--- config.mk ---
export PLATFORM = sky130hd
export DESIGN_NAME = dn_port_arbiter
export DESIGN_NICKNAME = d
export VERILOG_FILES = /design/src/rtl/dn_port_arbiter.sv
export SDC_FILE = /design/constraint.sdc
export NUM_CORES = 1
export LEC_CHECK = 0
export BUFFER_PORTS_ARGS = -buffer_cell sky130_fd_sc_hd__buf_2
export CAP_MARGIN = 25
export CORE_ASPECT_RATIO = 0.8
export CORE_MARGIN = 10
export CORE_UTILIZATION = 48
export CTS_BUF_LIST = sky130_fd_sc_hd__clkbuf_8
export DETAILED_ROUTE_END_ITERATION = 7
export PLACE_DENSITY = 0.87
export SETUP_SLACK_MARGIN = 0.05
export SKIP_LAST_GASP = 1
export SYNTH_ARGS = -nofsm -noshare
export SYNTH_HDL_FRONTEND = slang
export SYNTH_SLANG_ARGS = --single-unit
--- constraint.sdc ---
create_clock -name clk_sys -period 3.8 [get_ports clk_sys]
set_input_delay 0.76 -clock clk_sys [delete_from_list [all_inputs] [get_ports clk_sys]]
set_output_delay 0.76 -clock clk_sys [all_outputs]
set_load 0.03 [all_outputs]
--- src/rtl/dn_port_arbiter.sv ---
// dn_port_arbiter: owns the game core's single download/NVRAM port and shares
// it between the HPS ioctl stream and the hiscore/nvram engine. It requests a
// CPU pause around every engine session, holds ioctl off with io_wait while
// a session is in flight, and returns engine reads through a fixed-latency
// pipe that matches the port's read latency.
module dn_port_arbiter #(
  parameter int AW          = 16,   // dn_addr width
  parameter int HS_AW       = 10,   // engine address width, zero-extended to AW
  parameter int RD_LAT      = 2,    // dn_addr valid -> dn_din valid, 1..7
  parameter int NVRAM_INDEX = 4,    // ioctl index that targets NVRAM
  parameter int PAUSE_TO    = 1023  // cycles to wait for cpu_paused
) (
  input  logic             clk_sys,
  input  logic             reset,

  // HPS ioctl stream
  input  logic             io_download,
  input  logic [7:0]       io_index,
  input  logic             io_wr,
  input  logic [24:0]      io_addr,
  input  logic [7:0]       io_dout,
  output logic             io_wait,

  // hiscore/nvram engine
  input  logic             hs_req,
  output logic             hs_gnt,
  input  logic             hs_rd,
  input  logic             hs_wr,
  input  logic [HS_AW-1:0] hs_addr,
  input  logic [7:0]       hs_wdata,
  output logic [7:0]       hs_rdata,
  output logic             hs_rvalid,
  input  logic             hs_done,

  // CPU pause handshake
  output logic             cpu_pause_req,
  input  logic             cpu_paused,

  // download/NVRAM port
  output logic [AW-1:0]    dn_addr,
  output logic [7:0]       dn_data,
  output logic             dn_wr,
  output logic             dn_nvram,
  input  logic [7:0]       dn_din,

  // status
  output logic             busy,
  output logic             err_timeout
);

  typedef enum logic [2:0] {
    ST_IDLE,     // port free
    ST_IO,       // ioctl owns the port
    ST_PAUSE,    // waiting for the CPU to acknowledge the pause
    ST_HS,       // engine owns the port
    ST_RELEASE   // engine done, draining reads before unpausing the CPU
  } state_e;

  localparam int                CNT_W      = 10;
  localparam logic [CNT_W-1:0]  PAUSE_LAST = CNT_W'(PAUSE_TO - 1);

  state_e             state_q, state_d;
  logic [CNT_W-1:0]   cnt_q, cnt_d;
  logic               err_q, err_d;
  logic [RD_LAT:0]    rd_pipe_q, rd_pipe_d;
  logic [AW-1:0]      dn_addr_q, dn_addr_d;
  logic [7:0]         dn_data_q, dn_data_d;
  logic               dn_wr_q, dn_wr_d;
  logic               dn_nvram_q, dn_nvram_d;

  logic               io_idx_rom;
  logic               io_idx_nv;
  logic               rd_accept;
  logic [AW-1:0]      hs_addr_ext;
  logic               unused_io_addr_hi;

  assign io_idx_rom  = (io_index == 8'd0);
  assign io_idx_nv   = (io_index == 8'(NVRAM_INDEX));
  assign hs_addr_ext = {{(AW - HS_AW){1'b0}}, hs_addr};

  // Only the low AW bits of the ioctl address reach the port.
  assign unused_io_addr_hi = ^io_addr[24:AW];

  // A read is only taken while granted; a simultaneous write wins and the read is dropped.
  assign rd_accept = (state_q == ST_HS) && hs_rd && !hs_wr;

  // Session sequencing: ioctl priority, pause handshake with timeout, drain on release.
  always_comb begin
    // NOTE: every combinational output gets a default before the case so that
    // no path leaves it unassigned and a latch cannot be inferred.
    state_d = state_q;
    cnt_d   = cnt_q;
    err_d   = err_q;
    unique case (state_q)
      ST_IDLE: begin
        if (io_download) begin
          state_d = ST_IO;
        end else if (hs_req) begin
          state_d = ST_PAUSE;
          cnt_d   = '0;
        end
      end
      ST_IO: begin
        if (!io_download) state_d = ST_IDLE;
      end
      ST_PAUSE: begin
        // ioctl can still claim the port because the session has not started.
        if (io_download) begin
          state_d = ST_IO;
        end else if (cpu_paused) begin
          state_d = ST_HS;
        end else if (cnt_q == PAUSE_LAST) begin
          state_d = ST_HS;
          err_d   = 1'b1;
        end else begin
          cnt_d = cnt_q + CNT_W'(1);
        end
      end
      ST_HS: begin
        if (hs_done || !hs_req) state_d = ST_RELEASE;
      end
      ST_RELEASE: begin
        // Keep the CPU paused until every outstanding read has been returned.
        if ((rd_pipe_q == '0) && !hs_req) state_d = ST_IDLE;
      end
      default: state_d = ST_IDLE;
    endcase
  end

  // Port mux: next-cycle dn_* value from whichever requester owns the port.
  always_comb begin
    dn_addr_d  = '0;
    dn_data_d  = '0;
    dn_wr_d    = 1'b0;
    dn_nvram_d = 1'b0;
    rd_pipe_d  = {rd_pipe_q[RD_LAT-1:0], rd_accept};
    if (state_d == ST_IO) begin
      // Covers the cycle ioctl claims the port, so its first write is not lost.
      dn_addr_d  = io_addr[AW-1:0];
      dn_data_d  = io_dout;
      dn_wr_d    = io_wr && (io_idx_rom || io_idx_nv);
      dn_nvram_d = io_idx_nv;
    end else if (state_q == ST_HS) begin
      dn_addr_d  = hs_addr_ext;
      dn_data_d  = hs_wdata;
      dn_wr_d    = hs_wr;
      dn_nvram_d = 1'b1;
    end
  end

  // State, counter, sticky error, read pipe and registered port outputs.
  always_ff @(posedge clk_sys or posedge reset) begin
    if (reset) begin
      state_q    <= ST_IDLE;
      cnt_q      <= '0;
      err_q      <= 1'b0;
      // NOTE: the read pipe is reset like any other state so that no rvalid
      // for a pre-reset read can surface after reset is released.
      rd_pipe_q  <= '0;
      dn_addr_q  <= '0;
      dn_data_q  <= '0;
      dn_wr_q    <= 1'b0;
      dn_nvram_q <= 1'b0;
    end else begin
      // NOTE: non-blocking assignments here so every register samples the
      // pre-edge value of its _d; the combinational blocks above use blocking.
      state_q    <= state_d;
      cnt_q      <= cnt_d;
      err_q      <= err_d;
      rd_pipe_q  <= rd_pipe_d;
      dn_addr_q  <= dn_addr_d;
      dn_data_q  <= dn_data_d;
      dn_wr_q    <= dn_wr_d;
      dn_nvram_q <= dn_nvram_d;
    end
  end

  // Handshake outputs decode straight from the state register, so reset drops them at once.
  assign busy          = (state_q != ST_IDLE);
  assign hs_gnt        = (state_q == ST_HS);
  assign cpu_pause_req = (state_q == ST_PAUSE) || (state_q == ST_HS) || (state_q == ST_RELEASE);
  assign io_wait       = io_download && ((state_q == ST_HS) || (state_q == ST_RELEASE));
  assign err_timeout   = err_q;

  assign dn_addr   = dn_addr_q;
  assign dn_data   = dn_data_q;
  assign dn_wr     = dn_wr_q;
  assign dn_nvram  = dn_nvram_q;

  // Read data is the port data in the cycle the matching rvalid fires.
  assign hs_rvalid = rd_pipe_q[RD_LAT];
  assign hs_rdata  = hs_rvalid ? dn_din : 8'h00;

endmodule

Word level (Yosys, flattened, before mapping). Cells that the tools add are included.

Register bits after elaboration: 43. Input port bits: 76. Output and inout port bits: 40. Word-level logic and storage cells: 66.

$add $sub $neg: 1. Equal/unequal tests: 12. Muxes and demuxes: 24. Bitwise gates (word level): 2. Reductions and logical operators: 19.

Operator list (number): $mux W10 (6); $mux W3 (8); $mux W8 (3); $pmux W10 S2 (1); $mux W16 (1); $pmux W3 S5 (1); $add A10 B1 Y10 const B (1); $eq A10 B10 Y1 const B (1); $ne A2 B2 Y1 const B (5); $eq A8 B3 Y1 const B (1); $logic_not A8 Y1 (1); $eq A3 B1 Y1 const B (2); $eq A3 B2 Y1 const B (2); $logic_not A3 Y1 (2); $reduce_and A6 Y1 (1); $logic_and A1 B1 Y1 (5); $logic_or A1 B1 Y1 (5); $mux W1 (4); $reduce_and A4 Y1 (1); $eq A3 B3 Y1 const B (1); $reduce_bool A3 Y1 (1); $logic_not A1 Y1 (2); $not A1 Y1 (2); $reduce_bool A2 Y1 (1).

Longest topological paths before layout.
Depth in word-level cells: 7. Depth in mapped cells: 8. Depth with buffers taken out: 6.

Worst setup path before layout. OpenSTA, ideal clock, no wires.

Path type: register to output. From: register state_q[2]. To: output port io_wait. Arrival: 1.616 ns. Setup slack: 1.424 ns. Cell stages (with the launch flop): 4. Buffers on the path: 1. Cells stage by stage: dfrtp_1 -> buf_6 -> or3_1 -> a21boi_0.

Word-level cells in the longest chain between the ends: 3. Elaborated cells between the ends (all ways): 4. Those cells by class: 2 x eq/ne; 2 x reduce/logical.

RTL lines: start, declared (line 62) `state_e state_q, state_d;`; start signal, assigned (line 167) `state_q <= state_d;`; $eq A3 B2 Y1 / $eq A3 B3 Y1 (equally long branches) (line 182) `assign io_wait = io_download && ((state_q == ST_HS) || (state_q == ST_RELEASE));`; $logic_or A1 B1 Y1 * (line 182); $logic_and A1 B1 Y1 * (line 182); end, declared (line 22) `output logic io_wait,`.

Mark *: on every way between the ends. The rest lies on a longest branch, timed or not.

Worst setup path in the final report.
From: register state_q[2]. To: register dn_wr_q, in the netlist dn_wr.

Word-level cells in the longest chain between the ends: 6. Elaborated cells between the ends (all ways): 17. Those cells by class: 5 x eq/ne; 11 x mux; 1 x reduce/logical.

RTL lines: $mux W3 (line 112) `end else if (cnt_q == PAUSE_LAST) begin`; $mux W3 (line 110) `end else if (cpu_paused) begin`; $mux W3 (line 108) `if (io_download) begin`; $pmux W3 S5 (line 94) `unique case (state_q)`; $eq A3 B1 Y1 (line 137) `if (state_d == ST_IO) begin`; $mux W1 * (line 137); named net dn_wr_d (line 68) `logic dn_wr_q, dn_wr_d;`; end signal, assigned (line 173) `dn_wr_q <= dn_wr_d;`; end, declared (line 68).

The timed path passes the listed nets; every way through them passes the cells marked *. A chain may end at the register's enable or synchronous reset.

==> flow_metrics.env <==
export IMPL_post_cts_repair_setup_buffers=0
export IMPL_timing_final_crit_share_pct=71.81
export IMPL_seq_power_share_pct=46.0
export IMPL_first_iter_violations=54
export IMPL_ys_types=37
export IMPL_layout_min_cycle_time_ns=2.729
export IMPL_clock_tree_htree_level_count=2
export IMPL_setup_reg_to_reg_worst_slack_ns=1.07
export IMPL_netlist_area_um2=1954
export IMPL_p_switching_uw=378.3
export IMPL_cts_resized_gates=0
export IMPL_critPathArrivalTime_ns=2.97
export IMPL_routed_wirelength_um=5548
export IMPL_synthMuxAreaShare_pct=0.5122
export IMPL_synth_xor_area_share_pct=0
export IMPL_core_region_area_um2=3854
export IMPL_grt_pass1_wl_um=9315
export IMPL_dp_cells=326
export IMPL_worstRegToRegCells=4
export IMPL_grt_antenna_before_repair=0
export IMPL_irDropWorstVdd_v=0.0003318
export IMPL_leakage_uw=0.001425
export IMPL_clock_sinks=43
export IMPL_path_max_fanout=26
export IMPL_pin_count=116
export IMPL_drive_above_1_share_pct=46.43
export IMPL_numCtsBuffers=5
export IMPL_timing_clock_skew_ns=0.005663
export IMPL_layout_cell_area_non_filler_um2=2620
export IMPL_post_synth_top_area_fraction_pct=55.06
export IMPL_setup_worst_path_end="dn_wr"
export IMPL_dpl_instance_area_um2=2516
export IMPL_fin_cells=335
export IMPL_route_detailed_vias_per_inst=5.203
export IMPL_detail_route_first_pass_iterations=4
export IMPL_route_antenna_remaining_nets=0
export IMPL_final_cell_mix="106 x sky130_fd_sc_hd__buf_2, 43 x sky130_fd_sc_hd__dfrtp_1, 15 x sky130_fd_sc_hd__and2_1"
export IMPL_min_delay_path_class="register to register"
export IMPL_insertedDiodeCount=0
export IMPL_cts_tree="built"
export IMPL_grt_start_max_net_pins=27
export IMPL_gr_total_overflow=0
export IMPL_post_dp_hpwl_um=4563
export IMPL_floorplan_initialDensity_pct=50.71
export IMPL_postSynthRegisterBits=43
export IMPL_final_max_slew_viol_count=0
export IMPL_cp_end_kind="register"
export IMPL_fp_dieH_um=77.07
export IMPL_setup_viol=0
export IMPL_max_cap_violations=0
export IMPL_cellPowerDensity_nw_per_um2=432.9
export IMPL_post_synth_main_area_contributors="sky130_fd_sc_hd__dfrtp_1 55%, sky130_fd_sc_hd__a22o_1 4.9%, sky130_fd_sc_hd__and2_1 4.8%, sky130_fd_sc_hd__a22o_2 3.6%, sky130_fd_sc_hd__a21oi_1 2.8%"
export IMPL_fmax_mhz=366.5
export IMPL_setup_repair_after_global_routing_missed_its_margin="false"
export IMPL_ys_warnings_count=0
export IMPL_syn_area_per_cell_um2=11.43
export IMPL_vias=1743
export IMPL_cellInternalPower_uw=755.8
export IMPL_worst_skew_pair_late_latency_ns=0.30
export IMPL_gate_count_after_technology_mapping=171
export IMPL_max_slew_worst_pin_slew_ns=0.9627
export IMPL_status="finished clean"
export IMPL_layout_commonest_cell="sky130_fd_sc_hd__buf_2"
export IMPL_synthToLayoutAreaGrowth_pct=34.06
export IMPL_power_frac_comb_pct=26.8
export IMPL_cts_hold_buffers=0
export IMPL_first_global_vias=1927
export IMPL_switching_share_pct=33.36
export IMPL_ys_seq_area_share_pct=55.06
export IMPL_share_of_the_synthesized_area_in_compound_gates_ao_oa_aoi_oai_pct=20.49
export IMPL_crit_path_launch_type="register"
export IMPL_syn_nets=249
export IMPL_die_area_um2=7040
export IMPL_routed_length_per_placed_instance_um=16.56
export IMPL_criticalPathCategory="register to register"
export IMPL_post_synth_fa_ha_maj_area_fraction_pct=1.280
export IMPL_r2r_end="dn_wr"
export IMPL_grt_usage_pct=16.11
export IMPL_post_synth_and_or_nand_nor_area_fraction_pct=18.05
export IMPL_fin_tns_setup_ns=0
export IMPL_slew_headroom_pct=35.82
export IMPL_nets=357
export IMPL_synth_top_family_by_area="compound AO/OA/AOI/OAI gates"
export IMPL_cell_rows=20
export IMPL_regToRegStartpoint="state_q[2]"
export IMPL_drc_errors=0
export IMPL_root_buffer="sky130_fd_sc_hd__clkbuf_8"
export IMPL_post_synth_top_area_cell="sky130_fd_sc_hd__dfrtp_1"
export IMPL_replace_congestion=0.7857
export IMPL_die_width_um=91.34
export IMPL_cts_buffer_depth=2
export IMPL_io_buffer_count=106
export IMPL_clk_transition_reported_paths_ns=0.08
export IMPL_required_ns=4.04
export IMPL_pwr_share_clk_pct=27.2
export IMPL_hold_viol_final=0
export IMPL_final_hold_worst_slack_ns=0.3781
export IMPL_critical_path_startpoint="state_q[2]"
[sequential cells by signal, summed over array words and instances (netlist names)]
register / flops
dn_nvram: 1
dn_addr: 16
rd_pipe_q: 3
state_q: 3
dn_data: 8
err_timeout: 1
cnt_q: 10
dn_wr: 1
[per-layer routing]
layer	GRT usage (%)	routed length, um
met1	16.02	2104
met2	26.57	2608
met3	10.60	755
met4	5.625	80
met5	0	0
[worst max-delay path, stage by stage, from the launching register on]
cell and delay, ns:
sky130_fd_sc_hd__dfrtp_1 0.48, sky130_fd_sc_hd__or3b_4 0.46, sky130_fd_sc_hd__or4_4 0.56, sky130_fd_sc_hd__a221oi_4 0.87
sky130_fd_sc_hd__a32o_1 0.29
[synth_stat cells]
library cell	instances
sky130_fd_sc_hd__a21boi_0	1
sky130_fd_sc_hd__a21o_1	4
sky130_fd_sc_hd__a21oi_1	11
sky130_fd_sc_hd__a221oi_4	1
sky130_fd_sc_hd__a22o_1	11
sky130_fd_sc_hd__a22o_2	7
sky130_fd_sc_hd__a22oi_1	1
sky130_fd_sc_hd__a31o_2	1
sky130_fd_sc_hd__a32o_1	1
sky130_fd_sc_hd__and2_1	15
sky130_fd_sc_hd__and3_1	1
sky130_fd_sc_hd__and4_1	2
sky130_fd_sc_hd__buf_4	1
sky130_fd_sc_hd__buf_6	3
sky130_fd_sc_hd__clkbuf_1	5
sky130_fd_sc_hd__dfrtp_1	43
sky130_fd_sc_hd__ha_1	2
sky130_fd_sc_hd__inv_1	8
sky130_fd_sc_hd__mux2i_1	1
sky130_fd_sc_hd__nand2_1	8
sky130_fd_sc_hd__nand2b_1	1
sky130_fd_sc_hd__nand3_1	4
sky130_fd_sc_hd__nand4_1	4
sky130_fd_sc_hd__nor2_1	1
sky130_fd_sc_hd__nor2b_1	2
sky130_fd_sc_hd__nor3_1	2
sky130_fd_sc_hd__nor3b_1	1
sky130_fd_sc_hd__nor4_1	4
sky130_fd_sc_hd__o21ai_0	4
sky130_fd_sc_hd__o21ba_2	1
sky130_fd_sc_hd__o22ai_1	1
sky130_fd_sc_hd__o31ai_1	7
sky130_fd_sc_hd__or2b_1	1
sky130_fd_sc_hd__or3_1	2
sky130_fd_sc_hd__or3b_4	1
sky130_fd_sc_hd__or4_1	7
sky130_fd_sc_hd__or4_4	1
[power by group through the flow]
stage          Sequential (uW)  Combinational [uW]  Clock [uW]
2_1_floorplan              609                 130           0
3_3_place_gp               529                 303           0
3_5_place_dp               531                 310           0
4_1_cts                    522                 310         317
5_1_grt                    528                 332         330
6_report                   522                 304         308
[cell families (layout without fill, tap and decap cells)]
kind of cell,Yosys count,count (layout)
flip-flops,43,43
buffers and inverters,17,126
AND/OR/NAND/NOR,57,57
adder cells (fa/ha/maj),2,2
AO/OA/AOI/OAI,51,51
multiplexers,1,1
[area by class of cell]
| class | instances | area [um2] |
|---|---|---|
| Clock buffer | 6 | 82.58 |
| Clock inverter | 2 | 16.27 |
| Fill cell | 305 | 1234 |
| Inverter | 8 | 30.03 |
| Multi-Input combinational cell | 111 | 788.3 |
| Sequential cell | 43 | 1076 |
| Tap cell | 55 | 68.82 |
| Timing Repair Buffer | 110 | 558.0 |
[worst min-delay path by stage]
stage	start	endpoint	slack [ns]	cells past startpoint
after floorplan	rd_pipe_q[1]	rd_pipe_q[2]	0.35	0
after global placement	rd_pipe_q[0]	rd_pipe_q[1]	0.36	0
after detailed placement	rd_pipe_q[0]	rd_pipe_q[1]	0.36	0
after CTS	rd_pipe_q[0]	rd_pipe_q[1]	0.38	0
after global routing	rd_pipe_q[0]	rd_pipe_q[1]	0.40	0
final	rd_pipe_q[0]	rd_pipe_q[1]	0.38	0
[metrics by stage]
stage | total power (uW) | worst slack [ns] | utilization (%)
final | 1134 | 1.071 | 67.99
after global routing | 1190 | 0.8429 | 67.99
after CTS | 1149 | 1.053 | 67.86
after detailed placement | 840.5 | 1.080 | 65.29
after global placement | 831.8 | 1.150 | 65.29
after floorplan | 739.5 | 1.424 | -
Power figures use the tool's default switching activity.
